--- src/rtl/uart_echo_ctrl_if.sv ---
// Receive/transmit FIFO handshake bundle seen by the uart echo controller.
interface uart_echo_ctrl_if #(
   parameter int DBIT = 8
);
   logic            rx_empty;
   logic [DBIT-1:0] r_data;
   logic            rd_uart;
   logic            tx_full;
   logic [DBIT-1:0] w_data;
   logic            wr_uart;

   modport master (
      input  rx_empty, r_data, tx_full,
      output rd_uart, w_data, wr_uart
   );

   modport slave (
      output rx_empty, r_data, tx_full,
      input  rd_uart, w_data, wr_uart
   );
endinterface

--- src/rtl/uart_echo_ctrl.sv ---
// Registered echo engine between uart rx and tx FIFOs: per-char echo or line-buffered replay.
// Optional feature macro: UART_ECHO_UPCASE_EN (lower-case a..z written out as upper case).
module uart_echo_ctrl #(
   parameter int          DBIT       = 8,
   parameter int          LINE_DEPTH = 16,
   parameter int          ADDR_W     = 4,
   parameter int unsigned EOL_CHAR   = 32'h0D
) (
   input  logic             clk,
   input  logic             reset,
   input  logic             mode,
   uart_echo_ctrl_if.master bus,
   output logic [DBIT-1:0]  last_rx,
   output logic [DBIT-1:0]  last_tx,
   output logic [ADDR_W:0]  line_len,
   output logic             ovf,
   output logic             busy
);

   localparam int              IW      = (ADDR_W > 0) ? ADDR_W : 1;
   localparam logic [ADDR_W:0] DEPTH_L = (ADDR_W + 1)'(LINE_DEPTH);
   localparam logic [DBIT-1:0] EOL     = DBIT'(EOL_CHAR);

   if (LINE_DEPTH != (1 << ADDR_W)) begin : g_bad_depth
      $error("uart_echo_ctrl: LINE_DEPTH must equal 2**ADDR_W");
   end

`ifdef UART_ECHO_UPCASE_EN
   if (DBIT != 8) begin : g_bad_dbit
      $error("uart_echo_ctrl: UART_ECHO_UPCASE_EN requires DBIT == 8");
   end
`endif

   typedef enum logic [1:0] {IDLE, GAP, FLUSH, FLUSH_GAP} state_t;

   state_t          state, state_nxt;
   logic            mode_reg, mode_nxt;
   logic [ADDR_W:0] len_nxt;
   logic [ADDR_W:0] idx, idx_nxt;
   logic            rd_uart, rd_nxt;
   logic            wr_uart, wr_nxt;
   logic [DBIT-1:0] w_data, wdata_nxt;
   logic [DBIT-1:0] lrx_nxt, ltx_nxt;
   logic            ovf_nxt;
   logic            buf_we;
   logic [IW-1:0]   buf_wa;
   logic [DBIT-1:0] buf_wd;
   logic [DBIT-1:0] line_buf [LINE_DEPTH];

   // Mapping applied to every byte on its way to the transmit FIFO.
   function automatic logic [DBIT-1:0] echo_map(input logic [DBIT-1:0] b);
      logic [DBIT-1:0] r;
      r = b;
`ifdef UART_ECHO_UPCASE_EN
      if (b >= DBIT'(8'h61) && b <= DBIT'(8'h7A)) r[5] = 1'b0;
`endif
      return r;
   endfunction

   assign bus.rd_uart = rd_uart;
   assign bus.wr_uart = wr_uart;
   assign bus.w_data  = w_data;

   always_comb begin
      state_nxt = state;
      mode_nxt  = mode_reg;
      len_nxt   = line_len;
      idx_nxt   = idx;
      rd_nxt    = 1'b0;
      wr_nxt    = 1'b0;
      wdata_nxt = w_data;
      lrx_nxt   = last_rx;
      ltx_nxt   = last_tx;
      ovf_nxt   = ovf;
      buf_we    = 1'b0;
      buf_wa    = line_len[IW-1:0];
      buf_wd    = bus.r_data;
      case (state)
         IDLE: begin
            // Mode only switches between lines so a half-built line is never reinterpreted.
            if (line_len == '0) mode_nxt = mode;
            if (!mode_reg) begin
               if (!bus.rx_empty && !bus.tx_full) begin
                  rd_nxt    = 1'b1;
                  wr_nxt    = 1'b1;
                  wdata_nxt = echo_map(bus.r_data);
                  ltx_nxt   = echo_map(bus.r_data);
                  lrx_nxt   = bus.r_data;
                  state_nxt = GAP;
               end
            end else if (!bus.rx_empty) begin
               rd_nxt  = 1'b1;
               lrx_nxt = bus.r_data;
               if (line_len < DEPTH_L) begin
                  buf_we  = 1'b1;
                  len_nxt = line_len + 1'b1;
               end else begin
                  ovf_nxt = 1'b1;
               end
               if (bus.r_data == EOL) begin
                  idx_nxt   = '0;
                  state_nxt = FLUSH;
               end else begin
                  state_nxt = GAP;
               end
            end
         end
         GAP: state_nxt = IDLE;
         FLUSH: begin
            if (idx == line_len) begin
               len_nxt   = '0;
               state_nxt = IDLE;
            end else if (!bus.tx_full) begin
               wr_nxt    = 1'b1;
               wdata_nxt = echo_map(line_buf[idx[IW-1:0]]);
               ltx_nxt   = echo_map(line_buf[idx[IW-1:0]]);
               idx_nxt   = idx + 1'b1;
               state_nxt = FLUSH_GAP;
            end
         end
         FLUSH_GAP: state_nxt = FLUSH;
         default:   state_nxt = IDLE;
      endcase
   end

   always_ff @(posedge clk) begin
      if (reset) begin
         state    <= IDLE;
         mode_reg <= 1'b0;
         line_len <= '0;
         idx      <= '0;
         rd_uart  <= 1'b0;
         wr_uart  <= 1'b0;
         w_data   <= '0;
         last_rx  <= '0;
         last_tx  <= '0;
         ovf      <= 1'b0;
         busy     <= 1'b0;
      end else begin
         state    <= state_nxt;
         mode_reg <= mode_nxt;
         line_len <= len_nxt;
         idx      <= idx_nxt;
         rd_uart  <= rd_nxt;
         wr_uart  <= wr_nxt;
         w_data   <= wdata_nxt;
         last_rx  <= lrx_nxt;
         last_tx  <= ltx_nxt;
         ovf      <= ovf_nxt;
         busy     <= (state_nxt != IDLE);
      end
   end

   // Line storage carries no reset; line_len alone decides which entries are valid.
   always_ff @(posedge clk) begin
      if (buf_we && !reset) line_buf[buf_wa] <= buf_wd;
   end

endmodule

--- src/flat_wrapper.sv ---
// flat-port wrapper written by rule: the top's interface ports become plain ports
module uart_echo_ctrl_flat 
#(
   parameter int          DBIT       = 8,
   parameter int          LINE_DEPTH = 16,
   parameter int          ADDR_W     = 4,
   parameter int unsigned EOL_CHAR   = 32'h0D
)
  (clk, reset, mode, last_rx, last_tx, line_len, ovf, busy, bus_rx_empty, bus_r_data, bus_tx_full, bus_rd_uart, bus_w_data, bus_wr_uart);
  uart_echo_ctrl_if #(.DBIT(DBIT)) bus_i ();
  input  logic clk;
  input  logic reset;
  input  logic mode;
  output logic [DBIT-1:0] last_rx;
  output logic [DBIT-1:0] last_tx;
  output logic [ADDR_W:0] line_len;
  output logic ovf;
  output logic busy;
  input wire logic [$bits(bus_i.rx_empty)-1:0] bus_rx_empty;
  input wire logic [$bits(bus_i.r_data)-1:0] bus_r_data;
  input wire logic [$bits(bus_i.tx_full)-1:0] bus_tx_full;
  output wire logic [$bits(bus_i.rd_uart)-1:0] bus_rd_uart;
  output wire logic [$bits(bus_i.w_data)-1:0] bus_w_data;
  output wire logic [$bits(bus_i.wr_uart)-1:0] bus_wr_uart;
  assign bus_i.rx_empty = bus_rx_empty;
  assign bus_i.r_data = bus_r_data;
  assign bus_i.tx_full = bus_tx_full;
  assign bus_rd_uart = bus_i.rd_uart;
  assign bus_w_data = bus_i.w_data;
  assign bus_wr_uart = bus_i.wr_uart;
  uart_echo_ctrl #(.DBIT(DBIT), .LINE_DEPTH(LINE_DEPTH), .ADDR_W(ADDR_W), .EOL_CHAR(EOL_CHAR)) u_core (.clk(clk), .reset(reset), .mode(mode), .bus(bus_i), .last_rx(last_rx), .last_tx(last_tx), .line_len(line_len), .ovf(ovf), .busy(busy));
endmodule
--- config.mk ---
export PLATFORM = sky130hd
export DESIGN_NAME = uart_echo_ctrl_flat
export DESIGN_NICKNAME = d
export VERILOG_FILES = /design/src/rtl/uart_echo_ctrl_if.sv /design/src/rtl/uart_echo_ctrl.sv /design/src/flat_wrapper.sv
export SDC_FILE = /design/constraint.sdc
export NUM_CORES = 1
export LEC_CHECK = 0
export CELL_PAD_IN_SITES_DETAIL_PLACEMENT = 1
export CELL_PAD_IN_SITES_GLOBAL_PLACEMENT = 1
export CORE_MARGIN = 5
export CORE_UTILIZATION = 49
export DETAILED_ROUTE_END_ITERATION = 16
export HOLD_SLACK_MARGIN = 0.03
export PLACE_DENSITY_LB_ADDON = 0.1
export SYNTH_ARGS = -nofsm -noshare
export SYNTH_HDL_FRONTEND = slang
export SYNTH_SLANG_ARGS = --single-unit
--- constraint.sdc ---
create_clock -name clk -period 2.7 [get_ports clk]
set_clock_uncertainty 0.05 [all_clocks]
set_input_delay 0.27 -clock clk [delete_from_list [all_inputs] [get_ports clk]]
set_output_delay 0.27 -clock clk [all_outputs]
set_load 0.1 [all_outputs]
==> key figures, run 1 <==
Drt
  • Post-route DRC: 0
  • Initial DRC Count: 317
  • Routed WL per cell: 23.78 µm
  • Post-Route WL: 15.64 mm
  • Vias per Instance: 5.725
  • Total iterations of the first detailed-routing run: 4
  • Post-DRT Antenna Nets: 0
  • DR vias: 3,767

Clocking
  • Clk_lat worst skew: 0.43 ns
  • Reg clk slew, reported paths: 0.06 ns
  • Max H-tree Level: 4
  • Post-CTS Hold Buffers: 0
  • CTS tree: done
  • Post-CTS sizing: 0
  • Clock sink total: 165
  • Setup bufs post-CTS: 0
  • Clk buf depth: 2
  • Clk Tree Root Cell: clkbuf_16
  • CTS Buf Count: 17

GRT
  • First-pass GRT wire length: 24.23 mm
  • Vias in the first global route: 3,997
  • Grt ovf: 0
  • Initial antenna violation count: 0
  • Total Routing Usage GR: 20.99%
  • Largest net degree at the start of global routing: 26

Finish
  • Ratio of cells with drive above 1 in the final layout: 29.67%
  • Final core utilization: 59.92%
  • Max FFs per register: 128
  • Fillers: 1,225
  • Register area: 4586 µm²
  • Biggest register: u_core.line_buf
  • # diodes: 0
  • Net total in the final layout: 487
  • Area grow syn2layout: 21.02%
  • Area of the multi-input gates: 1763 µm²
  • Non-Filler Instances: 658
  • Largest regs: u_core.line_buf x128, u_core.bus.w_data x8, u_core.last_rx x8

Worst setup path
  • Critical path buffers and inverters: 0
  • Cell count of the worst reg-to-reg path: 5
  • Most frequent CP cell: a31oi_1
  • CP cell instances: xor2_1 -> nor3_1 -> a31oi_1 -> o221ai_1 -> a31oi_1
  • Largest delay share family, worst path: compound AO/OA/AOI/OAI gates
  • Startpoint Class: register
  • Critical path capture point type: register
  • Worst path depth: 5
  • WP data arrival: 2.65 ns
  • Critical Path Slowest Stage Cell: a31oi_1
  • Critical path class: register to register
  • Worst-path fanout max: 11
  • Crit path required time: 2.98 ns
  • Crit-path max cell delay: 0.95 ns

Yosys
  • Post-synth EDFFs: 128
  • Mapped Nets: 411
  • Commonest register cell after synthesis: edfxtp_1
  • Post-synthesis async set-or-reset flop share: 0%
  • Mapped Area: 6505 µm²
  • Yosys top cell by area: edfxtp_1
  • Post-Syn Instances: 393
  • Seq cells post-synth: 165
  • Top post-synthesis cells by area: edfxtp_1 59%, dfxtp_1 11%, mux4_2 11%, nor2_1 2.3%, mux2i_1 1.5%
  • Synth cell types: 38
  • Cell with the most instances after synthesis: edfxtp_1
  • Synth top cells by count: 128 x edfxtp_1, 40 x nor2_1, 37 x dfxtp_1
  • Share of the synthesized area in the top cell type: 59.09%
  • Syn avg cell area: 16.55 µm²
  • Seq/Total Area, Yosys: 70.48%
  • Warning count from the yosys run: 0

Min path
  • WHS Path Cells: 3
  • Hold crit path type: primary input to register

Floorplan
  • Placement Rows: 42
  • Vert. Die Dim: 125.2 µm
  • Core Region: 13,140 µm²
  • Die area: 15,680 µm²
  • Io pins: 46
  • Die X-Extent: 125.2 µm
  • Starting Density: 49.51%

Placed design
  • Hpwl dp: 10.73 mm
  • I/O Buffers: 45
  • Final RePlAce weighted congestion: 0.8192
  • DP Cell Count: 626

STA
  • Worst slew pin tran: 1.175 ns
  • Final Setup Violations: 0
  • Final Cycle Share: 87.70%
  • RSZ-0062 raised after global routing: false
  • Setup TNS Final: 0 ns
  • Hold_ws: 0.4221 ns
  • Fin. Hold Viols: 0
  • Fmax: 422.3 MHz
  • Final min period: 2.368 ns
  • Slew HR: 21.33%
  • Slew Limit Fails: 0

Power
  • Pwr dens: 729.8 nW/µm²
  • Worst vdd ir: 0.3982 mV
  • P_leak: 0.002739 µW

Status
  • Status: completed

Job
  • Max-Cap Viols: 0
## stage by stage
stage	cell area (µm²)	setup WS (ns)	power [µW]
2_1_floorplan	6505	0.2740	3122
3_3_place_gp	7253	0.3168	3250
3_5_place_dp	7253	0.2174	3257
4_1_cts	7873	0.3553	5780
5_1_grt	7873	0.2455	5945
6_report	7873	0.3321	5746
## worst paths after layout
check / from / end / slack [ns]
hold reg to reg: u_core.last_rx[4] / u_core.last_rx[4] / 0.45
hold / removal: mode / u_core.mode_reg / 0.42
setup reg to reg: u_core.line_len[0] / u_core.bus.w_data[7] / 0.33
setup / recovery: u_core.line_len[0] / u_core.bus.w_data[7] / 0.33
## per-layer routing
| metal | wire length, µm | track usage, % |
|---|---|---|
| met4 | 286 | 7.526 |
| met2 | 7675 | 34.04 |
| met3 | 765 | 5.501 |
| met5 | 0 | 0 |
| met1 | 6916 | 27.63 |
## worst min-delay path: cells and delay by family
kind | cells | cell delay, ns
and+or+nand+nor | 1 | 0.07
buffers and inverters | 1 | 0.45
muxes | 1 | 0.06
## cell type report
cell class / instances / share of cell area [%]
inverter: 5 / 0.2384
timing repair buffer: 83 / 8.455
sequential: 165 / 58.25
clock inverter: 13 / 2.368
multi-input combinational: 197 / 22.39
clock buffer: 19 / 5.499
tap: 176 / 2.797
## cell families after synthesis
kind of cell | after synthesis | share of synthesized area [%]
AOI/OAI and AO/OA | 46 | 4.674
DFF | 165 | 70.48
buffers and inverters | 31 | 2.423
adders and majority gates | 5 | 0.9617
xor gates and xnor gates | 7 | 0.9425
and+or+nand+nor | 89 | 6.521
muxes | 50 | 14.00
## report_power, final
group / switching (µW) / internal (µW) / leakage [µW] / total [µW]
clock: 923 / 1620 / 0.000303 / 2540
sequential: 21.1 / 2760 / 0.00145 / 2780
combinational: 327 / 97.5 / 0.000984 / 424
total: 1270 / 4470 / 0.00274 / 5750
## placed cells by master, fill, tap and decap left out, types with 4 or more instances in the layout
cell type,instances
mux2_2,8
clkinv_1,4
dfxtp_1,36
a22oi_1,9
edfxtp_1,128
clkbuf_16,17
nor3_1,5
a21oi_1,12
inv_1,4
nand2_1,21
mux2i_1,10
ha_1,5
clkdlybuf4s50_1,12
clkinv_2,4
buf_4,70
bufinv_16,5
nor2_1,40
mux4_2,32
o221ai_1,8
xor2_1,6
a31oi_1,9
or3_1,5
o21ai_0,6
Note: power is estimated with default switching activity, not from simulation.
==> inputs of run 2 (changes only) <==
--- a/config.mk
+++ b/config.mk
@@ -10,7 +10,7 @@
 export CORE_MARGIN = 5
 export CORE_UTILIZATION = 49
 export DETAILED_ROUTE_END_ITERATION = 16
-export HOLD_SLACK_MARGIN = 0.03
+export HOLD_SLACK_MARGIN = 0.1
 export PLACE_DENSITY_LB_ADDON = 0.1
 export SYNTH_ARGS = -nofsm -noshare
 export SYNTH_HDL_FRONTEND = slang
==> results of run 2 <==
The final DEF is identical to that of run 1; final timing and power are the same.
==> inputs of run 3 (changes only) <==
--- a/config.mk
+++ b/config.mk
@@ -9,6 +9,7 @@
 export CELL_PAD_IN_SITES_GLOBAL_PLACEMENT = 1
 export CORE_MARGIN = 5
 export CORE_UTILIZATION = 49
+export CTS_BUF_LIST = sky130_fd_sc_hd__clkbuf_4 sky130_fd_sc_hd__clkbuf_8
 export DETAILED_ROUTE_END_ITERATION = 16
 export HOLD_SLACK_MARGIN = 0.1
 export PLACE_DENSITY_LB_ADDON = 0.1
==> run 3 against run 2 <==
Power decreased by 11%; clock-buffer cell count unchanged; cell count unchanged; via count fell by 0.32%; combinational power hardly changed; non-clock buffer count is the same; critical endpoint unchanged; highest routed layer unchanged.
==> key figures, run 3 (synthesis results as in run 1) <==
STA
  • RSZ-0062 raised after global routing: false
  • Slew Limit Fails: 0
  • Final Setup Violations: 0
  • Worst path setup slack after routing: 0.3497 ns
  • Worst slew pin tran: 1.272 ns
  • Slew HR: 14.79%
  • Hold_ws: 0.3962 ns
  • Final min period: 2.350 ns
  • Fin. Hold Viols: 0
  • Final Cycle Share: 87.05%
  • Setup TNS Final: 0 ns
  • Fmax: 425.5 MHz

GRT
  • Largest net degree at the start of global routing: 26
  • Total Routing Usage GR: 20.53%
  • First-pass GRT wire length: 23.95 mm
  • Vias in the first global route: 3,991
  • Initial antenna violation count: 0
  • Grt ovf: 0

Finish
  • Most common cell after layout, fill and taps aside: edfxtp_1
  • Net total in the final layout: 487
  • Most frequent cells in the layout: 128 x edfxtp_1, 70 x buf_4, 40 x nor2_1, 36 x dfxtp_1, 32 x mux4_2
  • Max FFs per register: 128
  • Post-route cell area: 7689 µm²
  • # diodes: 0
  • Area grow syn2layout: 18.20%
  • Biggest register: u_core.line_buf
  • Ratio of cells with drive above 1 in the final layout: 30.08%
  • Final core utilization: 58.52%
  • Largest regs: u_core.line_buf x128, u_core.bus.w_data x8, u_core.last_rx x8

Worst setup path
  • WP data arrival: 2.67 ns
  • Reg2reg start: u_core.line_len[0]
  • Worst-path fanout max: 11
  • Cell count of the worst reg-to-reg path: 5
  • CP cell instances: xor2_1 -> nor3_1 -> a31oi_1 -> o221ai_1 -> a31oi_1
  • Most frequent CP cell: a31oi_1
  • Critical Path Slowest Stage Cell: a31oi_1
  • Crit-path max cell delay: 1.02 ns
  • Startpoint Class: register
  • Critical path capture point type: register
  • Critical path class: register to register
  • Reg2reg end: u_core.bus.w_data[7]
  • Crit path required time: 3.02 ns
  • Worst R2R Setup Slack: 0.35 ns

Drt
  • Post-Route WL: 15.47 mm
  • Post-DRT Antenna Nets: 0
  • DR vias: 3,755
  • Vias per Instance: 5.707
  • Post-route DRC: 0
  • Total iterations of the first detailed-routing run: 4
  • Initial DRC Count: 316
  • Routed WL per cell: 23.51 µm

Min path
  • Hold crit path type: primary input to register
  • WHS Path Cells: 3
  • HP Start: mode
  • Hold path endpoint: u_core.mode_reg

Clocking
  • Clk_lat worst skew: 0.45 ns
  • Setup bufs post-CTS: 0
  • Clk buf depth: 2
  • Post-CTS sizing: 0
  • Reg clk slew, reported paths: 0.08 ns
  • Clock sink total: 165
  • CTS tree: done
  • CTS Buf Count: 17
  • Clk Tree Root Cell: clkbuf_8
  • Post-CTS Hold Buffers: 0
  • Max H-tree Level: 4

Power
  • Pwr dens: 666.9 nW/µm²
  • Flop pwr share: 54.1%
  • Worst vdd ir: 0.3416 mV
  • P_leak: 0.002659 µW
  • Clock share of power: 37.6%
  • Comb pwr share: 8.3%
  • Sw Ratio: 22.92%
  • Cell Int Power: 3952 µW
  • Sw power: 1175 µW

Floorplan
  • Vert. Die Dim: 125.2 µm
  • Placement Rows: 42
  • Die area: 15,680 µm²
  • Die X-Extent: 125.2 µm
  • Core Region: 13,140 µm²
  • Starting Density: 49.51%
  • Io pins: 46

Placed design
  • Place WS: 0.2174 ns
  • Placed cell area: 7253 µm²
  • Hpwl dp: 10.73 mm
  • I/O Buffers: 45
  • Final RePlAce weighted congestion: 0.8192

Status
  • Status: completed

Job
  • Max-Cap Viols: 0
-- run 3: cell types whose count changed in the layout (fill, tap and decap cells not counted) --
cell | before | now
clkbuf_1 | 2 | 0
clkbuf_8 | 0 | 17
clkbuf_4 | 0 | 2
clkbuf_16 | 17 | 0
-- run 3: through the flow --
stage,instances,power [µW]
after floorplan,393,3122
after global placement,626,3250
after detailed placement,626,3257
after CTS,658,5168
after global routing,658,5330
final,658,5127
-- run 3: cell type report --
| class | instances | area (µm²) |
|---|---|---|
| Fill cell | 1246 | 5449 |
| Sequential cell | 165 | 4586 |
| Multi-Input combinational cell | 197 | 1763 |
| Timing Repair Buffer | 83 | 665.6 |
| Clock buffer | 19 | 249.0 |
| Tap cell | 176 | 220.2 |
| Clock inverter | 13 | 186.4 |
| Inverter | 5 | 18.77 |
-- run 3: worst max-delay path by stage --
stage                                  start                      to  slack, ns
final                     u_core.line_len[0]    u_core.bus.w_data[7]       0.35
after global routing      u_core.line_len[1]    u_core.bus.w_data[2]       0.20
after global placement          bus_rx_empty   u_core.line_buf[5][1]       0.32
after CTS                 u_core.line_len[0]    u_core.bus.w_data[4]       0.41
after detailed placement        bus_rx_empty  u_core.line_buf[15][5]       0.22
after floorplan           u_core.line_len[2]    u_core.bus.w_data[0]       0.27
-- run 3: power groups by stage --
stage,combinational (µW),sequential (µW),clock (µW)
detailed placement,424,2830,0
floorplan,149,2970,0
global placement,419,2830,0
global route,441,2780,2110
CTS,425,2770,1970
finish,423,2770,1930
-- run 3: critical path: cells and delay by family (launching register included) --
| kind | cells | cell delay (ns) |
|---|---|---|
| compound gates | 3 | 1.44 |
| xor+xnor | 1 | 0.18 |
| flops | 1 | 0.49 |
| simple gates | 1 | 0.12 |
-- run 3: routing by layer --
layer	routed length (µm)	track usage [%]	up-vias
met2	7486	33.22	140
met4	376	7.462	0
met5	0	0	-
met1	6530	27.08	1914
li1	-	-	1673
met3	1078	5.330	28
